--- src/rtl/id_rf_pkg.sv ---
// id_rf_pkg: shared definitions for the decode/register-fetch stage.
//   - ex_mode_t : constant extender modes selected by ex_ctrl
//   - DEF_*     : default datapath width, register count and raw constant width
//   - extend()  : constant extender, computed on an EXT_MAX_W-bit vector and
//                 truncated by the caller to its own WIDTH
// Optional build macro used by this slice: ID_RF_R0_ZERO_EN (register 0
// hardwired to zero; see banco_registro_param).
package id_rf_pkg;

  typedef enum logic [1:0] {
    EX_ZERO = 2'b00,
    EX_SIGN = 2'b01,
    EX_HIGH = 2'b10,
    EX_SHL1 = 2'b11
  } ex_mode_t;

  localparam int DEF_WIDTH   = 16;
  localparam int DEF_NREGS   = 8;
  localparam int DEF_CONST_W = 11;

  // Upper bound on WIDTH supported by extend(); lets one function serve
  // every parametrisation of the stage.
  localparam int EXT_MAX_W = 64;

  // Builds all four extender results with masks so the bit positions can
  // depend on the caller's width/const_w without a parametrised function.
  // Bits above the caller's width are don't-care and get truncated away.
  function automatic logic [EXT_MAX_W-1:0] extend(
    input ex_mode_t               mode,
    input logic [EXT_MAX_W-1:0]   raw,
    input int                     width,
    input int                     const_w
  );
    logic [EXT_MAX_W-1:0] cmask;
    logic [EXT_MAX_W-1:0] hmask;
    logic [EXT_MAX_W-1:0] zext;
    logic [EXT_MAX_W-1:0] sext;
    logic [EXT_MAX_W-1:0] res;
    logic                 sign_bit;
    cmask    = (EXT_MAX_W'(1) << const_w) - EXT_MAX_W'(1);
    hmask    = (EXT_MAX_W'(1) << (width / 2)) - EXT_MAX_W'(1);
    zext     = raw & cmask;
    sign_bit = |(raw & (EXT_MAX_W'(1) << (const_w - 1)));
    sext     = sign_bit ? (zext | ~cmask) : zext;
    case (mode)
      EX_ZERO: res = zext;
      EX_SIGN: res = sext;
      EX_HIGH: res = (raw & hmask) << (width / 2);
      default: res = sext << 1;
    endcase
    return res;
  endfunction

endpackage

--- src/rtl/id_rf_if.sv ---
// id_rf_if: decode-side, writeback and execute-side signals of id_rf_stage.
//   decode   : in_valid, in_ready, sel_a, sel_b, ex_ctrl, ex_const
//   writeback: wb_en, wb_sel, wb_src_md, wb_ula, wb_md
//   execute  : out_valid, out_ready, out_a, out_b, out_const
// Modports: slave = the stage itself, master = whatever drives the stage.
interface id_rf_if
  import id_rf_pkg::*;
#(
  parameter int WIDTH   = DEF_WIDTH,
  parameter int NREGS   = DEF_NREGS,
  parameter int CONST_W = DEF_CONST_W
);
  localparam int SEL_W = $clog2(NREGS);

  logic               in_valid;
  logic               in_ready;
  logic [SEL_W-1:0]   sel_a;
  logic [SEL_W-1:0]   sel_b;
  logic [1:0]         ex_ctrl;
  logic [CONST_W-1:0] ex_const;
  logic               wb_en;
  logic [SEL_W-1:0]   wb_sel;
  logic               wb_src_md;
  logic [WIDTH-1:0]   wb_ula;
  logic [WIDTH-1:0]   wb_md;
  logic               out_valid;
  logic               out_ready;
  logic [WIDTH-1:0]   out_a;
  logic [WIDTH-1:0]   out_b;
  logic [WIDTH-1:0]   out_const;

  modport slave (
    input  in_valid, sel_a, sel_b, ex_ctrl, ex_const,
    input  wb_en, wb_sel, wb_src_md, wb_ula, wb_md,
    input  out_ready,
    output in_ready, out_valid, out_a, out_b, out_const
  );

  modport master (
    output in_valid, sel_a, sel_b, ex_ctrl, ex_const,
    output wb_en, wb_sel, wb_src_md, wb_ula, wb_md,
    output out_ready,
    input  in_ready, out_valid, out_a, out_b, out_const
  );
endinterface

--- src/rtl/id_rf_stage_banco.sv ---
// banco_registro_param: NREGS x WIDTH register bank.
//   clock, reset       : rising-edge clock, async active-high clear of all regs
//   we, waddr, wdata   : single write port
//   raddr_a/b, rdata_a/b: two combinational read ports with write-through
//                         bypass (a same-cycle write to the read address is
//                         returned instead of the stored value)
// With ID_RF_R0_ZERO_EN defined, register 0 reads as zero, ignores writes
// and is excluded from the bypass.
module banco_registro_param
  import id_rf_pkg::*;
#(
  parameter int WIDTH = DEF_WIDTH,
  parameter int NREGS = DEF_NREGS,
  parameter int SEL_W = $clog2(NREGS)
) (
  input  logic             clock,
  input  logic             reset,
  input  logic             we,
  input  logic [SEL_W-1:0] waddr,
  input  logic [WIDTH-1:0] wdata,
  input  logic [SEL_W-1:0] raddr_a,
  input  logic [SEL_W-1:0] raddr_b,
  output logic [WIDTH-1:0] rdata_a,
  output logic [WIDTH-1:0] rdata_b
);

  logic [WIDTH-1:0] regs [NREGS];
  logic             wr_ok;

`ifdef ID_RF_R0_ZERO_EN
  assign wr_ok = we && (waddr != '0);
`else
  assign wr_ok = we;
`endif

  always_ff @(posedge clock or posedge reset) begin
    if (reset) begin
      for (int i = 0; i < NREGS; i++) regs[i] <= '0;
    end else if (wr_ok) begin
      regs[waddr] <= wdata;
    end
  end

  // Bypass uses wr_ok, so a suppressed write to R0 is never forwarded.
  always_comb begin
    rdata_a = regs[raddr_a];
    rdata_b = regs[raddr_b];
    if (wr_ok && waddr == raddr_a) rdata_a = wdata;
    if (wr_ok && waddr == raddr_b) rdata_b = wdata;
`ifdef ID_RF_R0_ZERO_EN
    if (raddr_a == '0) rdata_a = '0;
    if (raddr_b == '0) rdata_b = '0;
`endif
  end

endmodule

--- src/rtl/id_rf_stage.sv ---
// id_rf_stage: decode/register-fetch stage between decode and execute.
//   clock, reset : rising-edge clock, async active-high reset
//   bus (slave)  : decode fields in (valid/ready), writeback from ULA/MD,
//                  registered operands A/B and extended constant out
//                  (valid/ready)
// The writeback mux and the output pipeline register live here; storage is in
// banco_registro_param. Build macro ID_RF_R0_ZERO_EN hardwires register 0.
module id_rf_stage
  import id_rf_pkg::*;
#(
  parameter int WIDTH   = DEF_WIDTH,
  parameter int NREGS   = DEF_NREGS,
  parameter int CONST_W = DEF_CONST_W
) (
  input logic    clock,
  input logic    reset,
  id_rf_if.slave bus
);

  logic [WIDTH-1:0] wdata;
  logic [WIDTH-1:0] rd_a;
  logic [WIDTH-1:0] rd_b;
  logic [WIDTH-1:0] const_ext;
  logic [WIDTH-1:0] a_q;
  logic [WIDTH-1:0] b_q;
  logic [WIDTH-1:0] c_q;
  logic             valid_q;
  logic             accept;

  assign wdata = bus.wb_src_md ? bus.wb_md : bus.wb_ula;

  banco_registro_param #(
    .WIDTH (WIDTH),
    .NREGS (NREGS)
  ) u_bank (
    .clock   (clock),
    .reset   (reset),
    .we      (bus.wb_en),
    .waddr   (bus.wb_sel),
    .wdata   (wdata),
    .raddr_a (bus.sel_a),
    .raddr_b (bus.sel_b),
    .rdata_a (rd_a),
    .rdata_b (rd_b)
  );

  assign const_ext = WIDTH'(extend(ex_mode_t'(bus.ex_ctrl),
                                   EXT_MAX_W'(bus.ex_const), WIDTH, CONST_W));

  // Ready looks through a register that is being drained this cycle, so a
  // continuous stream runs with no bubble.
  assign bus.in_ready = !valid_q || bus.out_ready;
  assign accept       = bus.in_valid && bus.in_ready;

  // Data is only loaded on accept; when drained only valid drops, so a
  // stalled output ignores bank writes underneath it.
  always_ff @(posedge clock or posedge reset) begin
    if (reset) begin
      valid_q <= 1'b0;
      a_q     <= '0;
      b_q     <= '0;
      c_q     <= '0;
    end else if (accept) begin
      valid_q <= 1'b1;
      a_q     <= rd_a;
      b_q     <= rd_b;
      c_q     <= const_ext;
    end else if (bus.out_ready) begin
      valid_q <= 1'b0;
    end
  end

  assign bus.out_valid = valid_q;
  assign bus.out_a     = a_q;
  assign bus.out_b     = b_q;
  assign bus.out_const = c_q;

endmodule

--- src/flat_wrapper.sv ---
// flat-port wrapper written by rule: the top's interface ports become plain ports
module id_rf_stage_flat import id_rf_pkg::*;
#(
  parameter int WIDTH   = DEF_WIDTH,
  parameter int NREGS   = DEF_NREGS,
  parameter int CONST_W = DEF_CONST_W
)
  (clock, reset, bus_in_valid, bus_sel_a, bus_sel_b, bus_ex_ctrl, bus_ex_const, bus_wb_en, bus_wb_sel, bus_wb_src_md, bus_wb_ula, bus_wb_md, bus_out_ready, bus_in_ready, bus_out_valid, bus_out_a, bus_out_b, bus_out_const);
  id_rf_if #(.WIDTH(WIDTH), .NREGS(NREGS), .CONST_W(CONST_W)) bus_i ();
  input logic clock;
  input logic reset;
  input wire logic [$bits(bus_i.in_valid)-1:0] bus_in_valid;
  input wire logic [$bits(bus_i.sel_a)-1:0] bus_sel_a;
  input wire logic [$bits(bus_i.sel_b)-1:0] bus_sel_b;
  input wire logic [$bits(bus_i.ex_ctrl)-1:0] bus_ex_ctrl;
  input wire logic [$bits(bus_i.ex_const)-1:0] bus_ex_const;
  input wire logic [$bits(bus_i.wb_en)-1:0] bus_wb_en;
  input wire logic [$bits(bus_i.wb_sel)-1:0] bus_wb_sel;
  input wire logic [$bits(bus_i.wb_src_md)-1:0] bus_wb_src_md;
  input wire logic [$bits(bus_i.wb_ula)-1:0] bus_wb_ula;
  input wire logic [$bits(bus_i.wb_md)-1:0] bus_wb_md;
  input wire logic [$bits(bus_i.out_ready)-1:0] bus_out_ready;
  output wire logic [$bits(bus_i.in_ready)-1:0] bus_in_ready;
  output wire logic [$bits(bus_i.out_valid)-1:0] bus_out_valid;
  output wire logic [$bits(bus_i.out_a)-1:0] bus_out_a;
  output wire logic [$bits(bus_i.out_b)-1:0] bus_out_b;
  output wire logic [$bits(bus_i.out_const)-1:0] bus_out_const;
  assign bus_i.in_valid = bus_in_valid;
  assign bus_i.sel_a = bus_sel_a;
  assign bus_i.sel_b = bus_sel_b;
  assign bus_i.ex_ctrl = bus_ex_ctrl;
  assign bus_i.ex_const = bus_ex_const;
  assign bus_i.wb_en = bus_wb_en;
  assign bus_i.wb_sel = bus_wb_sel;
  assign bus_i.wb_src_md = bus_wb_src_md;
  assign bus_i.wb_ula = bus_wb_ula;
  assign bus_i.wb_md = bus_wb_md;
  assign bus_i.out_ready = bus_out_ready;
  assign bus_in_ready = bus_i.in_ready;
  assign bus_out_valid = bus_i.out_valid;
  assign bus_out_a = bus_i.out_a;
  assign bus_out_b = bus_i.out_b;
  assign bus_out_const = bus_i.out_const;
  id_rf_stage #(.WIDTH(WIDTH), .NREGS(NREGS), .CONST_W(CONST_W)) u_core (.clock(clock), .reset(reset), .bus(bus_i));
endmodule
--- config.mk ---
export PLATFORM = sky130hd
export DESIGN_NAME = id_rf_stage_flat
export DESIGN_NICKNAME = d
export VERILOG_FILES = /design/src/rtl/id_rf_pkg.sv /design/src/rtl/id_rf_if.sv /design/src/rtl/id_rf_stage_banco.sv /design/src/rtl/id_rf_stage.sv /design/src/flat_wrapper.sv
export SDC_FILE = /design/constraint.sdc
export NUM_CORES = 1
export LEC_CHECK = 0
export CORE_ASPECT_RATIO = 2
export CORE_MARGIN = 2
export CORE_UTILIZATION = 50
export DETAILED_ROUTE_END_ITERATION = 10
export PLACE_DENSITY = 0.72
export SYNTH_ARGS = -nofsm -noshare
export SYNTH_HDL_FRONTEND = slang
export SYNTH_HIERARCHICAL = 1
export SYNTH_SLANG_ARGS = --single-unit
--- constraint.sdc ---
create_clock -name clock -period 4.4 [get_ports clock]
set_input_delay 0.66 -clock clock [delete_from_list [all_inputs] [get_ports clock]]
set_output_delay 0.66 -clock clock [all_outputs]
set_load 0.03 [all_outputs]
# == Word level (Yosys, flattened, before mapping) ==
# Cells that the tools add are included.
# classes
n_lt_le_gt_ge,4
n_mux,16
bitwise,3
n_eq_ne,4
reduce_logical,8
# ops
cell,count
$mux 16,9
$bwmux 128,1
$bmux 16 s3,2
$demux 16 s3,1
$pmux 16 s3,1
$ge 4x4->1 const B,3
$not 3->4,3
$eq 3x3->1,2
$logic_and 1x1->1,4
$lt 4x1->1 const B,1
$eq 2x1->1 const B,1
$eq 2x2->1 const B,1
$logic_not 2->1,1
$mux 1,2
$reduce_bool 2->1,1
$logic_not 1->1,1
$logic_or 1x1->1,1
# totals
output_inout_bits,50
register_bits,177
inputBits,60

# == Depth between registers and ports, before layout ==
# Gate-level depths: netlist (run 1).
# logic_depth
word_depth,6
mapped_depth,7
ltp_nobuf,4

# == Modules after synthesis ==
# The synthesis (run 1) kept the hierarchy.
# by_module_without_submodules
module,cells_each,area_per_inst_um2,n_inst,seq_area_each_um2
banco_registro_param,453,7468.4,1,3203.1
id_rf_stage,173,2249.7,1,1226.2

# == Worst setup path before layout (run 1) ==
# OpenSTA, ideal clock, no wires.
# synth_path
path_type,input-to-reg
start,input port bus_sel_b[0]
end,register u_core.b_q[7] (netlist: u_core/bus.out_b[7])
path_slack_ns,2.086
n_path_buf,2
path_stages,6
t_arrival_ns,2.189
path_cell_list,buf_6 > buf_6 > mux4_1 > mux2_2 > mux2_4 > mux2_2
# synth_between
elab_chain_len,5
# synth_lines
element,line_no,source
"start, declared",flat_wrapper.sv:14,input wire logic [$bits(bus_i.sel_b)-1:0] bus_sel_b;
$not 3->4 (implied by the code),id_rf_stage_banco.sv:47,rdata_b = regs[raddr_b];
$bmux 16 s3,id_rf_stage_banco.sv:47,
$mux 16 (implied by the code) (2 in series),id_rf_stage_banco.sv:47,
$mux 16 *,id_rf_stage_banco.sv:49,if (wr_ok && waddr == raddr_b) rdata_b = wdata;
net u_core.rd_b[7],id_rf_stage.sv:22,logic [WIDTH-1:0] rd_b;
"end signal, assigned",id_rf_stage.sv:66,b_q <= rd_b;
"end, declared",id_rf_stage.sv:25,logic [WIDTH-1:0] b_q;
# Mark *: on every way through the listed nets, which the timed path passes. The rest lies on a longest branch. The select of a mux whose other input is x is not followed.
# A chain may end at the register's enable or synchronous reset.

# == Final worst setup path (run 1) ==
# layout_path
start,input port bus_sel_a[1]
end,register u_core.a_q[15] (netlist: u_core/bus.out_a[15])
# layout_between
elab_chain_len,5
# layout_lines
element,line_no,source
"start, declared",flat_wrapper.sv:13,input wire logic [$bits(bus_i.sel_a)-1:0] bus_sel_a;
$not 3->4 (implied by the code),id_rf_stage_banco.sv:46,rdata_a = regs[raddr_a];
$bmux 16 s3,id_rf_stage_banco.sv:46,
$mux 16 (implied by the code) (2 in series),id_rf_stage_banco.sv:46,
$mux 16 *,id_rf_stage_banco.sv:48,if (wr_ok && waddr == raddr_a) rdata_a = wdata;
net u_core.rd_a[15],id_rf_stage.sv:21,logic [WIDTH-1:0] rd_a;
"end signal, assigned",id_rf_stage.sv:65,a_q <= rd_a;
"end, declared",id_rf_stage.sv:24,logic [WIDTH-1:0] a_q;
# Marked as above.

==> results of run 1 <==
layer usage:
layer / share of wire [%] / global-route usage, %
met1: 38 / 28.2
met2: 55 / 42.1
met5: 0 / 0
met3: 3.9 / 3.82
met4: 3.0 / 9.10
critical path: stages:
cell and delay, ns:
clkdlybuf4s50_1 0.50, buf_4 0.37, xnor2_1 0.17, nand4_1 0.53, buf_4 0.45, mux2_2 0.32, mux2_2 0.26
area by class of cell:
type,instances,area [µm²],area share (%)
Clock buffer,18,429,3.73
Clock inverter,14,129,1.12
Inverter,2,10.0,0.0869
Multi-Input combinational cell,385,4910,42.6
Sequential cell,177,4430,38.4
Tap cell,259,324,2.81
Timing Repair Buffer,134,1290,11.2
synthesized netlist by cell type:
cell      instances  share of area [%]
a21oi_1          39                2.0
and2_1            2               0.13
and2_4            1              0.090
buf_1            16               0.62
buf_2            19               0.98
buf_4             5               0.39
buf_6            14                1.6
clkbuf_1          8               0.31
dfrtp_1         177                 46
inv_1             2              0.077
mux2_2          230                 27
mux2_4           14                2.2
mux2i_1           3               0.31
mux4_1           46                 12
mux4_2           18                4.2
nand2_1           1              0.039
nand2b_1          2               0.13
nand2b_4          1               0.14
nand4_1           3               0.19
nand4b_1          3               0.27
nor2_1            3               0.12
nor2b_1           9               0.58
nor3_2            2               0.21
nor3b_2           2               0.26
xnor2_1           6               0.54
stage by stage:
step | power, mW | setup slack [ns]
after floorplan | 3.57 | 0.327
after global placement | 4.11 | 1.06
after detailed placement | 4.21 | 1.04
after CTS | 5.66 | 1.48
after global routing | 5.89 | 1.36
final | 5.61 | 1.46
report_power, final:
part           leakage [nW]  internal, mW  switching [mW]
logic                  2.41          1.05           0.762
registers              2.12          2.06           0.293
clock network         0.268         0.786           0.662
total                  4.80          3.90            1.72
cell families after synthesis:
kind of cell	synth area share [%]
DFF	45.6
xor gates and xnor gates	0.541
AOI/OAI and AO/OA	2.01
buffers and inverters	3.99
and+or+nand+nor	2.15
muxes	45.7
path summary, 6_finish.rpt:
check | start | end | depth (start not counted)
min | u_core/bus.out_a[8]$_DFFE_PP0P_ | u_core/bus.out_a[8]$_DFFE_PP0P_ | 1
min reg2reg | u_core/bus.out_a[8]$_DFFE_PP0P_ | u_core/bus.out_a[8]$_DFFE_PP0P_ | 1
min in group asynchronous | reset | u_core/bus.out_a[6]$_DFFE_PP0P_ | 2
max | bus_sel_a[1] | u_core/bus.out_a[15]$_DFFE_PP0P_ | 7
max in group asynchronous | reset | u_core/u_bank/regs[1]$_DFFE_PP0P_ | 3
max reg2reg | u_core/u_bank/regs[36]$_DFFE_PP0P_ | u_core/bus.out_a[4]$_DFFE_PP0P_ | 4
flip-flops by register name, indices dropped and copies added, names as in the netlist:
signal / count
u_core/bus.out_a: 16
u_core/u_bank/regs: 128
u_core/bus.out_b: 16
u_core/bus.out_valid: 1
u_core/bus.out_const: 16
==> results.ini, run 1 <==
[clock_tree]
cts_post_setup_buffers_inserted=0
clkLatencyLatePin_ns=0.44
h-tree-depth=4
cts_hold_buf=0
numClockSinks=177
cts_tree=yes
path_clk_slew_ns=0.07
clock-root-buffer=clkbuf_16
cts_buffer_depth=2
ctsResizeCount=0
cts-buffers-inserted=17

[place]
dp_cells=957
dp_hpwl_um=15400
numPortBuffers=109
place_area_um2=11000
place.gp.congestion=0.765

[yosys]
ys_types=25
synth_warnings=6
synth_fp_nets=686
yosysSeqAreaShare_pct=45.6
netlist_instances=626
synth-seq-cells=177
synth_area_um2=9720
synth.avg_cell_area_um2=15.5

[worst_setup_path]
crit_required_ns=4.73
critPathMaxFanout=23
critical_path_arrival_ns=3.27
crit_path_end_kind=register
path_class=input pin to register
r2r_setup_slack_ns=2.54
startpoint_type=input pin

[route]
post_drt_wl_per_cell_um=23.4
drtIter0Drc=232
dr.pass1.iters=5
routed_wl_um=23200
drc=0
postRouteAntennaNets=0
post_drt_via_cell_ratio=5.93
num_vias=5866

[sta]
drv_slew=0
period_share_pct=66.9
clock.fmax_mhz=340
worst_slew_pin_slew_ns=1.12
finalHoldViolCount=0
period_needed_ns=2.94
holdWs_ns=0.505
max_slew_margin_pct=25.1
fin_setup_tns_ns=0
fin_skew_ns=0.0141
rsz0062_at_grt=no
setup_viol=0

[global_route]
grt_overflow=0
grt_pass1_vias=6509
grt_max_degree=53
grt_usage_pct=23.8
grt_pass1_wl_um=36600
antenna_found_initial=0

[final_layout]
final_common_cell=mux2_2
fillers=1519
fin_util_pct=60.0
instances_no_fill=989
final_cell_mix=mux2_2 (230), dfrtp_1 (177), clkdlybuf4s50_1 (109)
final_nets=777
finish.instance_area_um2=11500
antenna_cells=0
syn_to_final_growth_pct=18.5
drive_gt1_share_pct=44.7

[power]
ir_worst_vdd_mv=0.264
powerDensity_nw_per_um2=487
power_leakage_nw=4.80

[floorplan]
pin_count=110
coreArea_um2=19200
rows=72
initial_core_util_pct=50.6
die_area_um2=20600
die_x_um=103
die_height_um=201

[min_path]
min-delay-path-class=register to register

[job]
drv_cap=0

[outcome]
status=complete, no violations

No activity file was read; power rests on OpenSTA's default activity.
==> run 2, diff against run 1 <==
Clock period 4.4 ns to 3.1 ns, I/O delays scaled along.
==> run 2 against run 1 <==
Against the previous run: cell area is 0.95% higher; routed wire length down 1.4%; via count grew 0.75%; count of clock-buffer cells in the layout is the same; setup slack got worse by 0.70 ns; largest power group unchanged; die area stayed put; non-clock buffer count stayed put; power is 45% higher; clock power is 54% higher; sequential share of layout area shrank 0.36 points.
==> results.ini, run 2 (synthesis results as in run 1) <==
[sta]
finalHoldViolCount=0  ; unchanged
holdWs_ns=0.434  ; -0.0703 ns
worst_slew_pin_slew_ns=0.639  ; -0.481 ns
fin_setup_tns_ns=0  ; unchanged
period_share_pct=75.6
period_needed_ns=2.34
setup_viol=0  ; unchanged
rsz0062_at_grt=no
drv_slew=0  ; unchanged
max_slew_margin_pct=57.4  ; +32 points
fin_skew_ns=0.00662  ; -0.00750 ns
clock.fmax_mhz=427

[final_layout]
final_nets=777  ; unchanged
final_common_cell=mux2_2
drive_gt1_share_pct=44.9  ; +0.27 points
finish.instance_area_um2=11600  ; +0.95%
top_register=u_core/u_bank/regs
final_cell_mix=mux2_2 (230), dfrtp_1 (177), clkdlybuf4s50_1 (108)
largest_reg_flops=128  ; unchanged
syn_to_final_growth_pct=19.7
antenna_cells=0  ; unchanged

[min_path]
min-delay-path-class=input pin to async pin

[route]
dr.pass1.iters=4  ; -1
post_drt_wl_per_cell_um=23.1  ; -1.4%
post_drt_via_cell_ratio=5.98  ; +0.75%
num_vias=5910  ; +0.75%
routed_wl_um=22900  ; -1.4%
drtIter0Drc=269  ; +16%
postRouteAntennaNets=0  ; unchanged
drc=0  ; unchanged

[clock_tree]
cts_post_setup_buffers_inserted=0  ; unchanged
cts-buffers-inserted=17  ; unchanged
ctsResizeCount=0  ; unchanged
clock-root-buffer=clkbuf_16
cts_tree=yes
h-tree-depth=4  ; unchanged
numClockSinks=177  ; unchanged
cts_hold_buf=0  ; unchanged
cts_buffer_depth=2  ; unchanged
path_clk_slew_ns=0.07  ; about the same
clkLatencyLatePin_ns=0.43  ; about the same

[worst_setup_path]
r2r-start=u_core/u_bank/regs[83]$_DFFE_PP0P_
path_class=input pin to register
startpoint_type=input pin
cp-startpoint=bus_sel_a[0]
r2r_cells=4  ; unchanged
crit_required_ns=3.42  ; -1.31 ns
r2r_setup_slack_ns=1.26  ; -1.28 ns
critPathMaxFanout=33  ; +43%
critical_path_arrival_ns=2.66  ; -0.61 ns
r2r-end=u_core/bus.out_b[3]$_DFFE_PP0P_
crit_path_end_kind=register

[job]
drv_cap=0  ; unchanged

[floorplan]
die_height_um=201  ; unchanged
initial_core_util_pct=50.6  ; unchanged
die_area_um2=20600  ; unchanged
rows=72  ; unchanged
coreArea_um2=19200  ; unchanged
pin_count=110  ; unchanged
die_x_um=103  ; unchanged

[place]
dp_hpwl_um=14800  ; -3.9%
place.gp.congestion=0.781  ; +2.1%
numPortBuffers=109  ; unchanged
place_area_um2=11000  ; +0.48%

[global_route]
antenna_found_initial=0  ; unchanged
grt_pass1_vias=6496  ; -0.20%
grt_pass1_wl_um=35800  ; -2.1%
grt_overflow=0  ; unchanged
grt_usage_pct=23.3  ; -0.49 points
grt_max_degree=73  ; +38%

[power]
totalPowerFinal_mw=8.15  ; +45%
powerDensity_nw_per_um2=700  ; +44%
power_leakage_nw=4.84  ; +0.88%
ir_worst_vdd_mv=0.406  ; +53%

[outcome]
status=complete, no violations

run 2: cell count changes in the layout (fill, tap and decap cells not counted), sizes merged:
cell / previous run / this run
buf: 25 / 26
bufinv: 1 / 3
clkdlybuf4s50: 109 / 108
clkinv: 5 / 2
clkinvlp: 3 / 4
run 2: how the worst max path moves through the flow:
| stage | endpoint | depth (start not counted) |
|---|---|---|
| 2_1_floorplan | u_core/bus.out_b[7]$_DFFE_PP0P_ | 6 |
| 3_3_place_gp | u_core/bus.out_a[5]$_DFFE_PP0P_ | 6 |
| 3_5_place_dp | u_core/bus.out_a[5]$_DFFE_PP0P_ | 6 |
| 4_1_cts | u_core/bus.out_a[9]$_DFFE_PP0P_ | 6 |
| 5_1_grt | u_core/bus.out_a[15]$_DFFE_PP0P_ | 6 |
| 6_report | u_core/bus.out_a[9]$_DFFE_PP0P_ | 6 |
run 2: per-stage QoR:
| step | setup WS (ns) | instances | utilization [%] |
|---|---|---|---|
| 3_3_place_gp | 0.324 | 957 | 57.4 |
| 6_report | 0.758 | 989 | 60.6 |
| 3_5_place_dp | 0.309 | 957 | 57.4 |
| 4_1_cts | 0.768 | 989 | 60.6 |
| 5_1_grt | 0.720 | 989 | 60.6 |
| 2_1_floorplan | 0.981 | 626 | - |
run 2: per-layer routing:
layer | track usage (%) | share of wire (%) | vias to the layer above
met4 | 7.76 | 2.2 | 0
li1 | - | - | 2584
met1 | 28.0 | 38 | 3128
met3 | 3.96 | 3.9 | 38
met5 | 0 | 0 | -
met2 | 41.3 | 56 | 160
run 2: power breakdown:
part | switching (mW) | total, mW | leakage [nW] | internal (mW)
Clock | 0.943 | 2.24 | 0.295 | 1.30
Sequential | 0.395 | 3.32 | 2.12 | 2.92
Combinational | 1.08 | 2.58 | 2.43 | 1.50
Total | 2.42 | 8.15 | 4.84 | 5.72
run 2: layout make-up:
class	instances	area, µm²
Fill cell	1451	7560
Multi-Input combinational cell	385	4900
Sequential cell	177	4430
Timing Repair Buffer	134	1350
Clock buffer	18	439
Tap cell	259	324
Clock inverter	14	175
Inverter	2	11.3
run 2: worst max-delay path: stages:
cell	delay, ns
clkdlybuf4s50_1	0.50
buf_12	0.27
mux4_1	0.60
mux2_2	0.29
mux2_4	0.25
mux2_2	0.25
